[config.mk]
export PLATFORM = sky130hd
export DESIGN_NAME = uart_receiver
export DESIGN_NICKNAME = d
export VERILOG_FILES = /design/src/rtl/uart_pkg.sv /design/src/rtl/sync_2ff.sv /design/src/rtl/uart_receiver.sv
export SDC_FILE = /design/constraint.sdc
export NUM_CORES = 1
export LEC_CHECK = 0
export ABC_AREA = 1
export BUFFER_PORTS_ARGS = -buffer_cell sky130_fd_sc_hd__buf_2
export CAP_MARGIN = 30
export CORE_MARGIN = 2
export CORE_UTILIZATION = 50
export CTS_BUF_LIST = sky130_fd_sc_hd__clkbuf_4
export DETAILED_ROUTE_END_ITERATION = 7
export PLACE_DENSITY = 0.68
export SLEW_MARGIN = 30
export SYNTH_ARGS = -nofsm -noshare
export SYNTH_HDL_FRONTEND = slang
export SYNTH_SLANG_ARGS = --single-unit
[constraint.sdc]
create_clock -name clk -period 4.35 [get_ports clk]
set_input_delay 1.305 -clock clk [delete_from_list [all_inputs] [get_ports clk]]
set_output_delay 1.305 -clock clk [all_outputs]
set_load 0.005 [all_outputs]
[src/rtl/uart_pkg.sv]
`default_nettype none
// ============================================================================
// Module   : uart_pkg
// Purpose  : Shared definitions for the UART receive path: receiver state
//            encoding, data width and the cycles-per-bit helper.
// Ports    : none (package)
// Revision : 1.0 - initial release
// ============================================================================
package uart_pkg;

    localparam int unsigned DATA_BITS = 8;

    typedef enum logic [2:0] {
        IDLE  = 3'd0,
        START = 3'd1,
        DATA  = 3'd2,
        STOP  = 3'd3,
        BREAK = 3'd4
    } state_t;

    // Integer division: any remainder is absorbed as a small rate error.
    function automatic int unsigned clks_per_bit(input int unsigned clk_freq,
                                                 input int unsigned baud);
        return clk_freq / baud;
    endfunction

endpackage
`default_nettype wire

[src/rtl/sync_2ff.sv]
`default_nettype none
// ============================================================================
// Module   : sync_2ff
// Purpose  : Generic two-flop synchronizer for a single asynchronous input.
//            The reset value is a parameter so an idle-high line can be held
//            at its idle level while reset is asserted.
// Ports    : clk   - destination clock
//            reset - asynchronous active-high reset
//            d_i   - asynchronous input
//            q_o   - synchronized output (two clk cycles of latency)
// Revision : 1.0 - initial release
// ============================================================================
module sync_2ff #(
    parameter logic RESET_VAL = 1'b1
) (
    input  logic clk,
    input  logic reset,
    input  logic d_i,
    output logic q_o
);

    logic meta_q;
    logic sync_q;

    always_ff @(posedge clk or posedge reset) begin
        if (reset) begin
            meta_q <= RESET_VAL;
            sync_q <= RESET_VAL;
        end else begin
            meta_q <= d_i;
            sync_q <= meta_q;
        end
    end

    assign q_o = sync_q;

endmodule
`default_nettype wire

[src/rtl/uart_receiver.sv]
`default_nettype none
// ============================================================================
// Module   : uart_receiver
// Purpose  : 8N1, LSB-first UART receiver. Turns the asynchronous rx pin into
//            one-cycle byte strobes for the ROM loader. Start-bit glitches are
//            rejected at mid start bit; a low stop bit raises a single
//            framing-error strobe and the receiver then waits for the line to
//            return high before looking for another start edge.
// Ports    : clk           - system clock
//            reset         - asynchronous active-high reset
//            rx            - raw serial line, idle high
//            data          - last correctly framed byte (held until replaced)
//            data_ready    - one-cycle strobe, data valid in the same cycle
//            framing_error - one-cycle strobe when the stop bit samples low
// Revision : 1.0 - initial release
// ============================================================================
module uart_receiver
    import uart_pkg::*;
#(
    parameter int unsigned CLK_FREQ  = 100000000,
    parameter int unsigned BAUD_RATE = 115200
) (
    input  logic       clk,
    input  logic       reset,
    input  logic       rx,
    output logic [7:0] data,
    output logic       data_ready,
    output logic       framing_error
);

    localparam int unsigned CLKS_PER_BIT = clks_per_bit(CLK_FREQ, BAUD_RATE);
    localparam int unsigned HALF_BIT     = CLKS_PER_BIT / 2;
    // Counter never exceeds CLKS_PER_BIT-1, so clog2 of the period suffices.
    localparam int unsigned CNT_W        = $clog2(CLKS_PER_BIT);
    localparam int unsigned BIDX_W       = $clog2(DATA_BITS);

    localparam logic [CNT_W-1:0]  HALF_LAST = CNT_W'(HALF_BIT - 1);
    localparam logic [CNT_W-1:0]  BIT_LAST  = CNT_W'(CLKS_PER_BIT - 1);
    localparam logic [BIDX_W-1:0] LAST_BIT  = BIDX_W'(DATA_BITS - 1);

    generate
        if (CLKS_PER_BIT < 4) begin : g_bad_rate
            $error("uart_receiver: CLK_FREQ/BAUD_RATE must be at least 4");
        end
    endgenerate

    // ------------------------------------------------------------------
    // Input synchronizer; idle-high reset value so reset never looks like
    // a start edge.
    // ------------------------------------------------------------------
    logic rx_s;

    sync_2ff #(
        .RESET_VAL (1'b1)
    ) u_rx_sync (
        .clk   (clk),
        .reset (reset),
        .d_i   (rx),
        .q_o   (rx_s)
    );

    // ------------------------------------------------------------------
    // State and datapath registers
    // ------------------------------------------------------------------
    state_t                state_q,   state_d;
    logic [CNT_W-1:0]      cnt_q,     cnt_d;
    logic [BIDX_W-1:0]     bit_idx_q, bit_idx_d;
    logic [DATA_BITS-1:0]  shreg_q,   shreg_d;
    logic [DATA_BITS-1:0]  data_q,    data_d;
    logic                  ready_q,   ready_d;
    logic                  ferr_q,    ferr_d;

    always_ff @(posedge clk or posedge reset) begin
        if (reset) begin
            state_q   <= IDLE;
            cnt_q     <= '0;
            bit_idx_q <= '0;
            shreg_q   <= '0;
            data_q    <= '0;
            ready_q   <= 1'b0;
            ferr_q    <= 1'b0;
        end else begin
            state_q   <= state_d;
            cnt_q     <= cnt_d;
            bit_idx_q <= bit_idx_d;
            shreg_q   <= shreg_d;
            data_q    <= data_d;
            ready_q   <= ready_d;
            ferr_q    <= ferr_d;
        end
    end

    // ------------------------------------------------------------------
    // Next-state logic. The counter runs freely inside a bit and is zeroed
    // on each sample and on every state entry; strobes default low so each
    // one lasts exactly the cycle after its sample.
    // ------------------------------------------------------------------
    always_comb begin
        state_d   = state_q;
        cnt_d     = cnt_q + 1'b1;
        bit_idx_d = bit_idx_q;
        shreg_d   = shreg_q;
        data_d    = data_q;
        ready_d   = 1'b0;
        ferr_d    = 1'b0;

        case (state_q)
            IDLE: begin
                cnt_d = '0;
                if (!rx_s) begin
                    state_d = START;
                end
            end

            START: begin
                if (cnt_q == HALF_LAST) begin
                    cnt_d = '0;
                    if (rx_s) begin
                        // Line went back high before mid start bit: glitch.
                        state_d = IDLE;
                    end else begin
                        state_d   = DATA;
                        bit_idx_d = '0;
                    end
                end
            end

            DATA: begin
                if (cnt_q == BIT_LAST) begin
                    cnt_d   = '0;
                    shreg_d = {rx_s, shreg_q[DATA_BITS-1:1]};
                    if (bit_idx_q == LAST_BIT) begin
                        state_d = STOP;
                    end else begin
                        bit_idx_d = bit_idx_q + 1'b1;
                    end
                end
            end

            STOP: begin
                if (cnt_q == BIT_LAST) begin
                    cnt_d = '0;
                    if (rx_s) begin
                        data_d  = shreg_q;
                        ready_d = 1'b1;
                        state_d = IDLE;
                    end else begin
                        ferr_d  = 1'b1;
                        state_d = BREAK;
                    end
                end
            end

            BREAK: begin
                // Swallow a held-low line until it recovers, so a break
                // yields one error rather than a stream of 0x00 bytes.
                cnt_d = '0;
                if (rx_s) begin
                    state_d = IDLE;
                end
            end

            default: begin
                cnt_d   = '0;
                state_d = IDLE;
            end
        endcase
    end

    assign data          = data_q;
    assign data_ready    = ready_q;
    assign framing_error = ferr_q;

endmodule
`default_nettype wire

==> results.sh, run 1 <==
export IMPL_critPathCaptureType="primary output"
export IMPL_cts_inserted_buffers=5
export IMPL_htree_levels=2
export IMPL_drt_iter0_markers=60
export IMPL_crit_path_max_fanout=2
export IMPL_fin_crit_ps=2170
export IMPL_synth_top_family_by_area="simple AND/OR/NAND/NOR gates"
export IMPL_async_flop_share=1.00
export IMPL_route_detailed_drc=0
export IMPL_tns_ps=0
export IMPL_postCtsSetupRepairBufs=0
export IMPL_clock_path_buffers=2
export IMPL_run_status="completed"
export IMPL_drive_above_1_share=0.215
export IMPL_grt_overflow_total=0
export IMPL_ir_worst_vdd_uv=250
export IMPL_yosys_area_share_simple=0.279
export IMPL_netlist_area_leader_share=0.489
export IMPL_max_freq_ghz=0.460
export IMPL_cts_resized=0
export IMPL_io_pins=13
export IMPL_slew_headroom=0.677
export IMPL_first_pass_iters=4
export IMPL_rows=21
export IMPL_die_w_um=63
export IMPL_path_clk_slew_ps=110
export IMPL_cts_sinks=36
export IMPL_hold_path_class="flip-flop to flip-flop"
export IMPL_grt_setup_unrepaired="false"
export IMPL_fin_skew_ps=13.4
export IMPL_synth_warnings=0
export IMPL_setup_viol=0
export IMPL_nets=220
export IMPL_cp_num_buf_inv=1
export IMPL_powerDensity_nw_per_um2=276
export IMPL_synthCells=196
export IMPL_grt_pass1_wl_mm=5.22
export IMPL_gp_congestion=0.908
export IMPL_path_cells="buf_2"
export IMPL_cp_start_kind="flip-flop"
export IMPL_grt_antenna_before_repair=0
export IMPL_insertion_delay_ps=340
export IMPL_finalMaxSlewViolations=0
export IMPL_core_um2=3340
export IMPL_syn_num_nets=203
export IMPL_synth_seq_cells=36
export IMPL_cpMaxStageDelayCell="dfrtp_1"
export IMPL_syn_avg_cell_area_um2=8.88
export IMPL_wl_per_cell_um=11.0
export IMPL_synth_adder_area_share=0.0288
export IMPL_synth_enable_flop_cells=0
export IMPL_maxCapViolCount=0
export IMPL_areaGrowthSynthToFinish_pct=8.70
export IMPL_power_w=0.000523
export IMPL_grt_util_all_layers=0.169
export IMPL_fill_cells=331
export IMPL_timing_final_crit_share=0.500
export IMPL_critical_path_arrival_ps=870
export IMPL_dieArea_um2=3970
export IMPL_path_class="flip-flop to primary output"
export IMPL_grt_max_degree=37
export IMPL_hold_viol_final=0
export IMPL_root_buffer="clkbuf_4"
export IMPL_max_stage_delay_ps=400
export IMPL_tightest_slew_ps=480
export IMPL_num_vias=1251
export IMPL_synth_top_flop_cell="dfrtp_1"
export IMPL_antenna_left=0
export IMPL_initial_core_util=0.522
export IMPL_synth_cell_type_count=25
export IMPL_cellLeakagePower_nw=0.947
export IMPL_cts_hold_buffers=0
export IMPL_hpwlAfterDp_mm=2.04
export IMPL_synth_compound_area_share=0.0798
export IMPL_seq_area_frac_synth=0.519
export IMPL_io_buffers=12
export IMPL_synthesis_area_um2=1740
export IMPL_grt_pass1_vias=1188
export IMPL_die_y_um=63
export IMPL_synth_xor_area_share=0.0201
export IMPL_cp_required_ps=3040
export IMPL_cts_tree="built"
export IMPL_crit_family="flip-flops"
export IMPL_antenna_cells=0
export IMPL_yosys_area_top_type="dfrtp_1"
export IMPL_vias_per_cell=4.81
export IMPL_yosys_top_cells_area="dfrtp_1 (49%), nand2_1 (11%), inv_1 (5.0%), nor2_1 (4.7%), o21ai_2 (4.0%)"
export IMPL_yosys_mux_area_fraction=0
export IMPL_postRouteWirelength_mm=2.86
cells by family (layout without fill, tap and decap cells):
family / count (synthesis) / after routing
AND/OR/NAND/NOR: 102 / 102
flip-flops: 36 / 36
buffers and inverters: 29 / 47
AO/OA/AOI/OAI: 21 / 21
adder cells (fa/ha/maj): 4 / 4
XOR/XNOR: 4 / 4
synth_stat cells (3+ instances only):
master,instances
nor2_2,3
o21ai_2,8
nor2_1,22
nand2_1,51
inv_2,3
nand4_1,7
ha_1,4
dfrtp_1,34
nor2_4,3
o21ai_0,11
nand3_1,8
inv_1,23
worst paths after layout:
path	startpoint	slack (ps)	cells after the start	to
setup / recovery	data[1]	2180	1	data[1]
hold / removal	u_rx_sync.meta_q	370	0	u_rx_sync.q_o
setup reg to reg	cnt_q[0]	2710	8	cnt_q[5]
hold reg to reg	u_rx_sync.meta_q	370	0	u_rx_sync.q_o
max in group asynchronous	reset	2960	3	u_rx_sync.q_o
min in group asynchronous	reset	1040	3	cnt_q[9]
final cells by class:
cell class / instances / area, um^2 / area share
clock buffer: 5 / 37.5 / 0.0198
clock inverter: 3 / 18.8 / 0.00992
inverter: 26 / 97.6 / 0.0516
multi-input combinational: 131 / 709 / 0.375
sequential: 36 / 903 / 0.478
tap: 46 / 57.6 / 0.0304
timing repair buffer: 13 / 67.6 / 0.0357
routing by layer:
| metal | vias to the layer above | routed length (um) | share of wire | global-route usage |
|---|---|---|---|---|
| met5 | - | 0 | 0 | 0 |
| li1 | 658 | - | - | - |
| met4 | 0 | 29 | 0.010 | 0.0667 |
| met3 | 2 | 90 | 0.031 | 0.0541 |
| met2 | 13 | 1370 | 0.48 | 0.267 |
| met1 | 578 | 1370 | 0.48 | 0.215 |
layout by cell type, fill, tap and decap left out:
master    Yosys  layout
a31oi_1       1       1
nand3_2       1       1
o21bai_1      1       1
clkinv_2      0       2
clkbuf_4      0       5
inv_2         3       3
nor2_2        3       3
dfrtp_1      34      34
nand4_4       1       1
nand4_1       7       7
nand2_4       1       1
nor3_1        2       2
o21ai_2       8       8
xnor2_1       2       2
ha_1          4       4
nand2_1      51      51
dfstp_2       2       2
buf_4         1       1
clkinv_4      0       1
nand3_1       8       8
nand2_2       2       2
xor2_1        2       2
buf_2         0      12
nor2_1       22      22
inv_1        23      23
o21ai_0      11      11
nor2_4        3       3
nor3_2        1       1
power breakdown:
part / total [W] / internal [W] / switching (W)
sequential: 0.000337 / 0.000336 / 0.000000739
combinational: 0.00000957 / 0.00000190 / 0.00000767
clock: 0.000176 / 0.0000621 / 0.000114
state kept, by name (all words and copies together), names as in the netlist:
register,count
data,8
shreg_q,8
u_rx_sync.q_o,1
framing_error,1
cnt_q,10
u_rx_sync.meta_q,1
bit_idx_q,3
state_q,3
data_ready,1
metrics by stage:
step / hold slack (ps) / instances / setup slack (ps) / area (um^2) / util
after floorplan: 345 / 196 / 2240 / 1740 / -
after global placement: 347 / 252 / 2570 / 1840 / 0.550
after detailed placement: 347 / 252 / 2550 / 1840 / 0.550
after CTS: 371 / 260 / 2160 / 1890 / 0.567
after global routing: 388 / 260 / 2120 / 1890 / 0.567
final: 374 / 260 / 2180 / 1890 / 0.567
No activity file was read; power rests on OpenSTA's default activity.
==> run 2: changes to the inputs <==
--- a/config.mk
+++ b/config.mk
@@ -5,14 +5,14 @@
 export SDC_FILE = /design/constraint.sdc
 export NUM_CORES = 1
 export LEC_CHECK = 0
-export ABC_AREA = 1
+export ABC_AREA = 0
 export BUFFER_PORTS_ARGS = -buffer_cell sky130_fd_sc_hd__buf_2
 export CAP_MARGIN = 30
 export CORE_MARGIN = 2
 export CORE_UTILIZATION = 50
 export CTS_BUF_LIST = sky130_fd_sc_hd__clkbuf_4
 export DETAILED_ROUTE_END_ITERATION = 7
-export PLACE_DENSITY = 0.68
+export PLACE_DENSITY = 0.71
 export SLEW_MARGIN = 30
 export SYNTH_ARGS = -nofsm -noshare
 export SYNTH_HDL_FRONTEND = slang
==> constraint.sdc (replaced) <==
create_clock -name clk -period 1.9 [get_ports clk]
set_input_delay 0.57 -clock clk [delete_from_list [all_inputs] [get_ports clk]]
set_output_delay 0.57 -clock clk [all_outputs]
set_load 0.005 [all_outputs]
==> results.sh, run 2 <==
export IMPL_synthesis_area_um2=1610
export IMPL_synth_compound_area_share=0.0690
export IMPL_synth_cell_type_count=38
export IMPL_die_y_um=60.8
export IMPL_areaGrowthSynthToFinish_pct=18.1
export IMPL_clock_path_buffers=2
export IMPL_cp_start_kind="flip-flop"
export IMPL_mostFrequentLayoutCell="dfrtp_1"
export IMPL_multi_input_area_um2=694
export IMPL_synth_top_family_by_area="simple AND/OR/NAND/NOR gates"
export IMPL_largest_reg_flops=10
export IMPL_core_um2=3050
export IMPL_synth_most_common_cell="dfrtp_1"
export IMPL_drive_above_1_share=0.380
export IMPL_ir_worst_vdd_uv=503
export IMPL_r2r_slack_ps=50
export IMPL_critPathCaptureType="flip-flop"
export IMPL_grt_max_degree=37
export IMPL_synth_common_cells="dfrtp_1 (34), mux2_2 (15), nor2_1 (15)"
export IMPL_synthCells=126
export IMPL_slew_headroom=0.714
export IMPL_num_vias=1062
export IMPL_synth_seq_cells=36
export IMPL_rows=20
export IMPL_path_clk_slew_ps=110
export IMPL_synth_xor_area_share=0.0434
export IMPL_crit_path_max_fanout=3
export IMPL_grt_setup_unrepaired="true"
export IMPL_postRouteWirelength_mm=2.72
export IMPL_finalMaxSlewViolations=0
export IMPL_insertion_delay_ps=330
export IMPL_io_pins=13
export IMPL_initial_core_util=0.529
export IMPL_tightest_slew_ps=429
export IMPL_synth_warnings=0
export IMPL_critPathLaunch="cnt_q[2]"
export IMPL_nets=164
export IMPL_synth_top_flop_cell="dfrtp_1"
export IMPL_route_detailed_drc=0
export IMPL_grt_util_all_layers=0.183
export IMPL_fill_cells=251
export IMPL_root_buffer="clkbuf_4"
export IMPL_run_status="completed"
export IMPL_endpoint="state_q[1]"
export IMPL_gp_congestion=0.854
export IMPL_timing_final_crit_share=0.973
export IMPL_netlist_area_leader_share=0.527
export IMPL_seq_area_frac_synth=0.560
export IMPL_dieArea_um2=3700
export IMPL_synth_adder_area_share=0.0310
export IMPL_fin_skew_ps=5.49
export IMPL_first_pass_iters=4
export IMPL_io_buffers=12
export IMPL_final_cell_mix="dfrtp_1 (34), nor2_1 (15), mux2_2 (15)"
export IMPL_yosys_top_cells_area="dfrtp_1 (53%), mux2_2 (10%), xor2_1 (3.8%), nor2_1 (3.5%), dfstp_2 (3.3%)"
export IMPL_die_w_um=60.8
export IMPL_syn_avg_cell_area_um2=12.8
export IMPL_drt_iter0_markers=41
export IMPL_powerDensity_nw_per_um2=626
export IMPL_antenna_left=0
export IMPL_final_util=0.624
export IMPL_cts_resized=0
export IMPL_reg2reg_depth=4
export IMPL_grt_pass1_vias=1113
export IMPL_cts_inserted_buffers=5
export IMPL_async_flop_share=1.00
export IMPL_dpl_cell_area_um2=1840
export IMPL_grt_pass1_wl_mm=4.91
export IMPL_yosys_mux_area_fraction=0.112
export IMPL_path_class="flip-flop to flip-flop"
export IMPL_hold_viol_final=0
export IMPL_yosys_area_top_type="dfrtp_1"
export IMPL_cellLeakagePower_nw=0.961
export IMPL_maxCapViolCount=0
export IMPL_fin_crit_ps=1850
export IMPL_antenna_cells=0
export IMPL_seq_area_um2=903
export IMPL_grt_overflow_total=0
export IMPL_cts_tree="built"
export IMPL_max_freq_ghz=0.541
export IMPL_synth_enable_flop_cells=0
export IMPL_cts_sinks=36
export IMPL_cp_required_ps=2140
export IMPL_hpwlAfterDp_mm=1.97
export IMPL_htree_levels=2
export IMPL_grt_antenna_before_repair=0
export IMPL_yosys_area_share_simple=0.167
export IMPL_finalInstanceArea_um2=1910
export IMPL_rr_endpoint="state_q[1]"
export IMPL_reg2reg_from="cnt_q[2]"
export IMPL_wl_per_cell_um=13.5
export IMPL_setup_viol=0
export IMPL_top_register="cnt_q"
export IMPL_syn_num_nets=133
export IMPL_critical_path_arrival_ps=2090
export IMPL_vias_per_cell=5.26
export IMPL_hold_path_class="input port to async pin"
## run 2: logic make-up after synthesis
family,Yosys count
AO/OA/AOI/OAI,11
XOR/XNOR,8
adder cells (fa/ha/maj),4
buffers and inverters,7
flip-flops,36
multiplexers,16
AND/OR/NAND/NOR,44
## run 2: worst min path at each step
stage                     slack (ps)  depth (start not counted)          endpoint             start
after global placement           350                          0     u_rx_sync.q_o  u_rx_sync.meta_q
after floorplan                  350                          0     u_rx_sync.q_o  u_rx_sync.meta_q
after CTS                        310                          3        data_ready             reset
after global routing             300                          1  u_rx_sync.meta_q                rx
after detailed placement         350                          0     u_rx_sync.q_o  u_rx_sync.meta_q
final                            310                          3           data[4]             reset
## run 2: cell type report
| cell class | instances | share of cell area |
|---|---|---|
| clock buffers | 6 | 0.0236 |
| flip-flops and latches | 36 | 0.474 |
| repair buffers | 26 | 0.0932 |
| well taps | 44 | 0.0289 |
| inverters | 5 | 0.00985 |
| multi-input cells | 83 | 0.364 |
| clock inverters | 2 | 0.00591 |
## run 2: metal layers
| metal | vias up | wire [um] | share of wire | global-route usage |
|---|---|---|---|---|
| met5 | - | 0 | 0 | 0 |
| met4 | 0 | 54 | 0.020 | 0.106 |
| met3 | 5 | 60 | 0.022 | 0.0405 |
| met2 | 14 | 1310 | 0.48 | 0.278 |
| met1 | 528 | 1300 | 0.48 | 0.240 |
| li1 | 515 | - | - | - |
## run 2: repair_timing
item | CTS | global route
pin swaps | 2 | 3
hold buffers | 0 | 0
cloned | 0 | 0
endpoints found under the setup margin | 11 | 11
buffers inserted | 1 | 0
## run 2: critical path, stage by stage (launching register included)
cell	delay, ps
dfrtp_1	410
or3b_1	420
or3_4	430
o31a_1	260
a311oi_2	230
## run 2: per-stage QoR
step           power [W]  instances  hold WS [ps]  setup TNS (ps)  worst slack (ps)
2_1_floorplan   0.000799        126           345               0              12.8
3_3_place_gp    0.000807        193           346               0              13.9
3_5_place_dp    0.000808        193           349            -218             -33.4
4_1_cts          0.00121        202           309               0              50.0
5_1_grt          0.00125        202           296           -41.1             -41.1
6_report         0.00119        202           309               0              50.4
## run 2: report_power, final
group          switching (W)   total, W  internal, W
registers         0.00000212   0.000772     0.000770
clock network       0.000245   0.000400     0.000155
logic              0.0000162  0.0000198   0.00000369
total               0.000263    0.00119     0.000929
==> run 3: changes to the inputs <==
--- a/config.mk
+++ b/config.mk
@@ -10,7 +10,6 @@
 export CAP_MARGIN = 30
 export CORE_MARGIN = 2
 export CORE_UTILIZATION = 50
-export CTS_BUF_LIST = sky130_fd_sc_hd__clkbuf_4
 export DETAILED_ROUTE_END_ITERATION = 7
 export PLACE_DENSITY = 0.71
 export SLEW_MARGIN = 30
==> results.sh, run 3 (synthesized netlist as in run 2, its figures left out) <==
export IMPL_grt_setup_unrepaired="true"
export IMPL_max_freq_ghz=0.542
export IMPL_nets=164
export IMPL_cts_inserted_buffers=5
export IMPL_mostFrequentLayoutCell="dfrtp_1"
export IMPL_vias_per_cell=5.25
export IMPL_grt_max_degree=37
export IMPL_htree_levels=2
export IMPL_antenna_cells=0
export IMPL_finalMaxSlewViolations=0
export IMPL_powerDensity_nw_per_um2=637
export IMPL_grt_pass1_wl_mm=4.94
export IMPL_r2r_slack_ps=50
export IMPL_num_vias=1061
export IMPL_insertion_delay_ps=330
export IMPL_slew_headroom=0.713
export IMPL_path_class="flip-flop to flip-flop"
export IMPL_drt_iter0_markers=30
export IMPL_cts_sinks=36
export IMPL_hold_path_class="input port to async pin"
export IMPL_cp_start_kind="flip-flop"
export IMPL_reg2reg_from="cnt_q[2]"
export IMPL_largest_reg_flops=10
export IMPL_io_pins=13
export IMPL_io_buffers=12
export IMPL_fin_skew_ps=5.52
export IMPL_grt_util_all_layers=0.184
export IMPL_root_buffer="clkbuf_4"
export IMPL_multi_input_area_um2=694
export IMPL_die_y_um=60.8
export IMPL_seq_area_um2=903
export IMPL_reg2reg_depth=4
export IMPL_run_status="completed"
export IMPL_final_cell_mix="dfrtp_1 (34), nor2_1 (15), mux2_2 (15)"
export IMPL_gp_congestion=0.854
export IMPL_crit_path_max_fanout=3
export IMPL_first_pass_iters=4
export IMPL_hold_viol_final=0
export IMPL_top_register="cnt_q"
export IMPL_tns_ps=0
export IMPL_rr_endpoint="state_q[1]"
export IMPL_critPathCaptureType="flip-flop"
export IMPL_hpwlAfterDp_mm=1.97
export IMPL_rows=20
export IMPL_ir_worst_vdd_uv=485
export IMPL_maxCapViolCount=0
export IMPL_postRouteWirelength_mm=2.72
export IMPL_cts_tree="built"
export IMPL_dpl_cell_count=193
export IMPL_setup_viol=0
export IMPL_fin_cells=202
export IMPL_cts_resized=0
export IMPL_route_detailed_drc=0
export IMPL_fin_crit_ps=1850
export IMPL_path_clk_slew_ps=100
export IMPL_timing_final_crit_share=0.972
export IMPL_initial_core_util=0.529
export IMPL_holdWs_ps=307
export IMPL_antenna_left=0
export IMPL_clock_path_buffers=2
export IMPL_critical_path_arrival_ps=2090
export IMPL_grt_overflow_total=0
export IMPL_dieArea_um2=3700
export IMPL_cp_required_ps=2140
export IMPL_areaGrowthSynthToFinish_pct=18.4
export IMPL_cellLeakagePower_nw=0.963
export IMPL_die_w_um=60.8
export IMPL_wl_per_cell_um=13.5
export IMPL_tightest_slew_ps=430
export IMPL_fill_cells=251
export IMPL_core_um2=3050
export IMPL_grt_pass1_vias=1106
export IMPL_grt_antenna_before_repair=0
export IMPL_drive_above_1_share=0.380
## run 3: cell count changes in the layout (fill, tap and decap cells not counted)
cell and change:
clkbuf_4 -1, clkbuf_8 +1, clkinv_1 -1, clkbuf_1 +1
## run 3: layout make-up
cell class	instances	share of cell area
clock inverters	1	0.00393
well taps	44	0.0288
flip-flops and latches	36	0.473
multi-input cells	83	0.363
repair buffers	26	0.0929
inverters	5	0.00982
clock buffers	7	0.0288
## run 3: worst max path at each step
| stage | startpoint | endpoint | slack [ps] |
|---|---|---|---|
| 2_1_floorplan | cnt_q[0] | data[1] | 10 |
| 3_3_place_gp | cnt_q[0] | cnt_q[6] | 10 |
| 3_5_place_dp | cnt_q[0] | cnt_q[3] | -30 |
| 4_1_cts | cnt_q[2] | state_q[1] | 50 |
| 5_1_grt | cnt_q[0] | state_q[1] | -40 |
| 6_report | cnt_q[2] | state_q[1] | 50 |
## run 3: through the flow
stage | cell area [um^2] | worst slack [ps] | utilization | total power (W)
final | 1910 | 53.7 | 0.626 | 0.00122
after detailed placement | 1840 | -33.4 | 0.603 | 0.000808
after global routing | 1910 | -41.1 | 0.626 | 0.00127
after global placement | 1840 | 13.9 | 0.603 | 0.000807
after CTS | 1910 | 48.5 | 0.626 | 0.00123
after floorplan | 1630 | 12.8 | - | 0.000799
## run 3: worst max-delay path, stage by stage (launching register included)
cell	delay [ps]
dfrtp_1	410
or3b_1	420
or3_4	430
o31a_1	260
a311oi_2	230
## run 3: per-layer routing
metal	vias up	global-route usage	part of all wire
met5	-	0	0
met2	12	0.281	0.49
met4	0	0.0776	0.015
met1	529	0.240	0.47
met3	6	0.0597	0.029
li1	514	-	-
## run 3: timing repair
item	in CTS	in global routing
endpoints found under the setup margin	11	12
hold buffers	0	0
buffers inserted	1	0
cloned	0	0
pin swaps	2	4
endpoints found under the hold margin	0	0
## run 3: report_power, final
part           total (W)  internal, W  switching (W)
sequential      0.000772     0.000770     0.00000211
combinational  0.0000199   0.00000369      0.0000162
clock           0.000426     0.000181       0.000245
total            0.00122     0.000955       0.000263
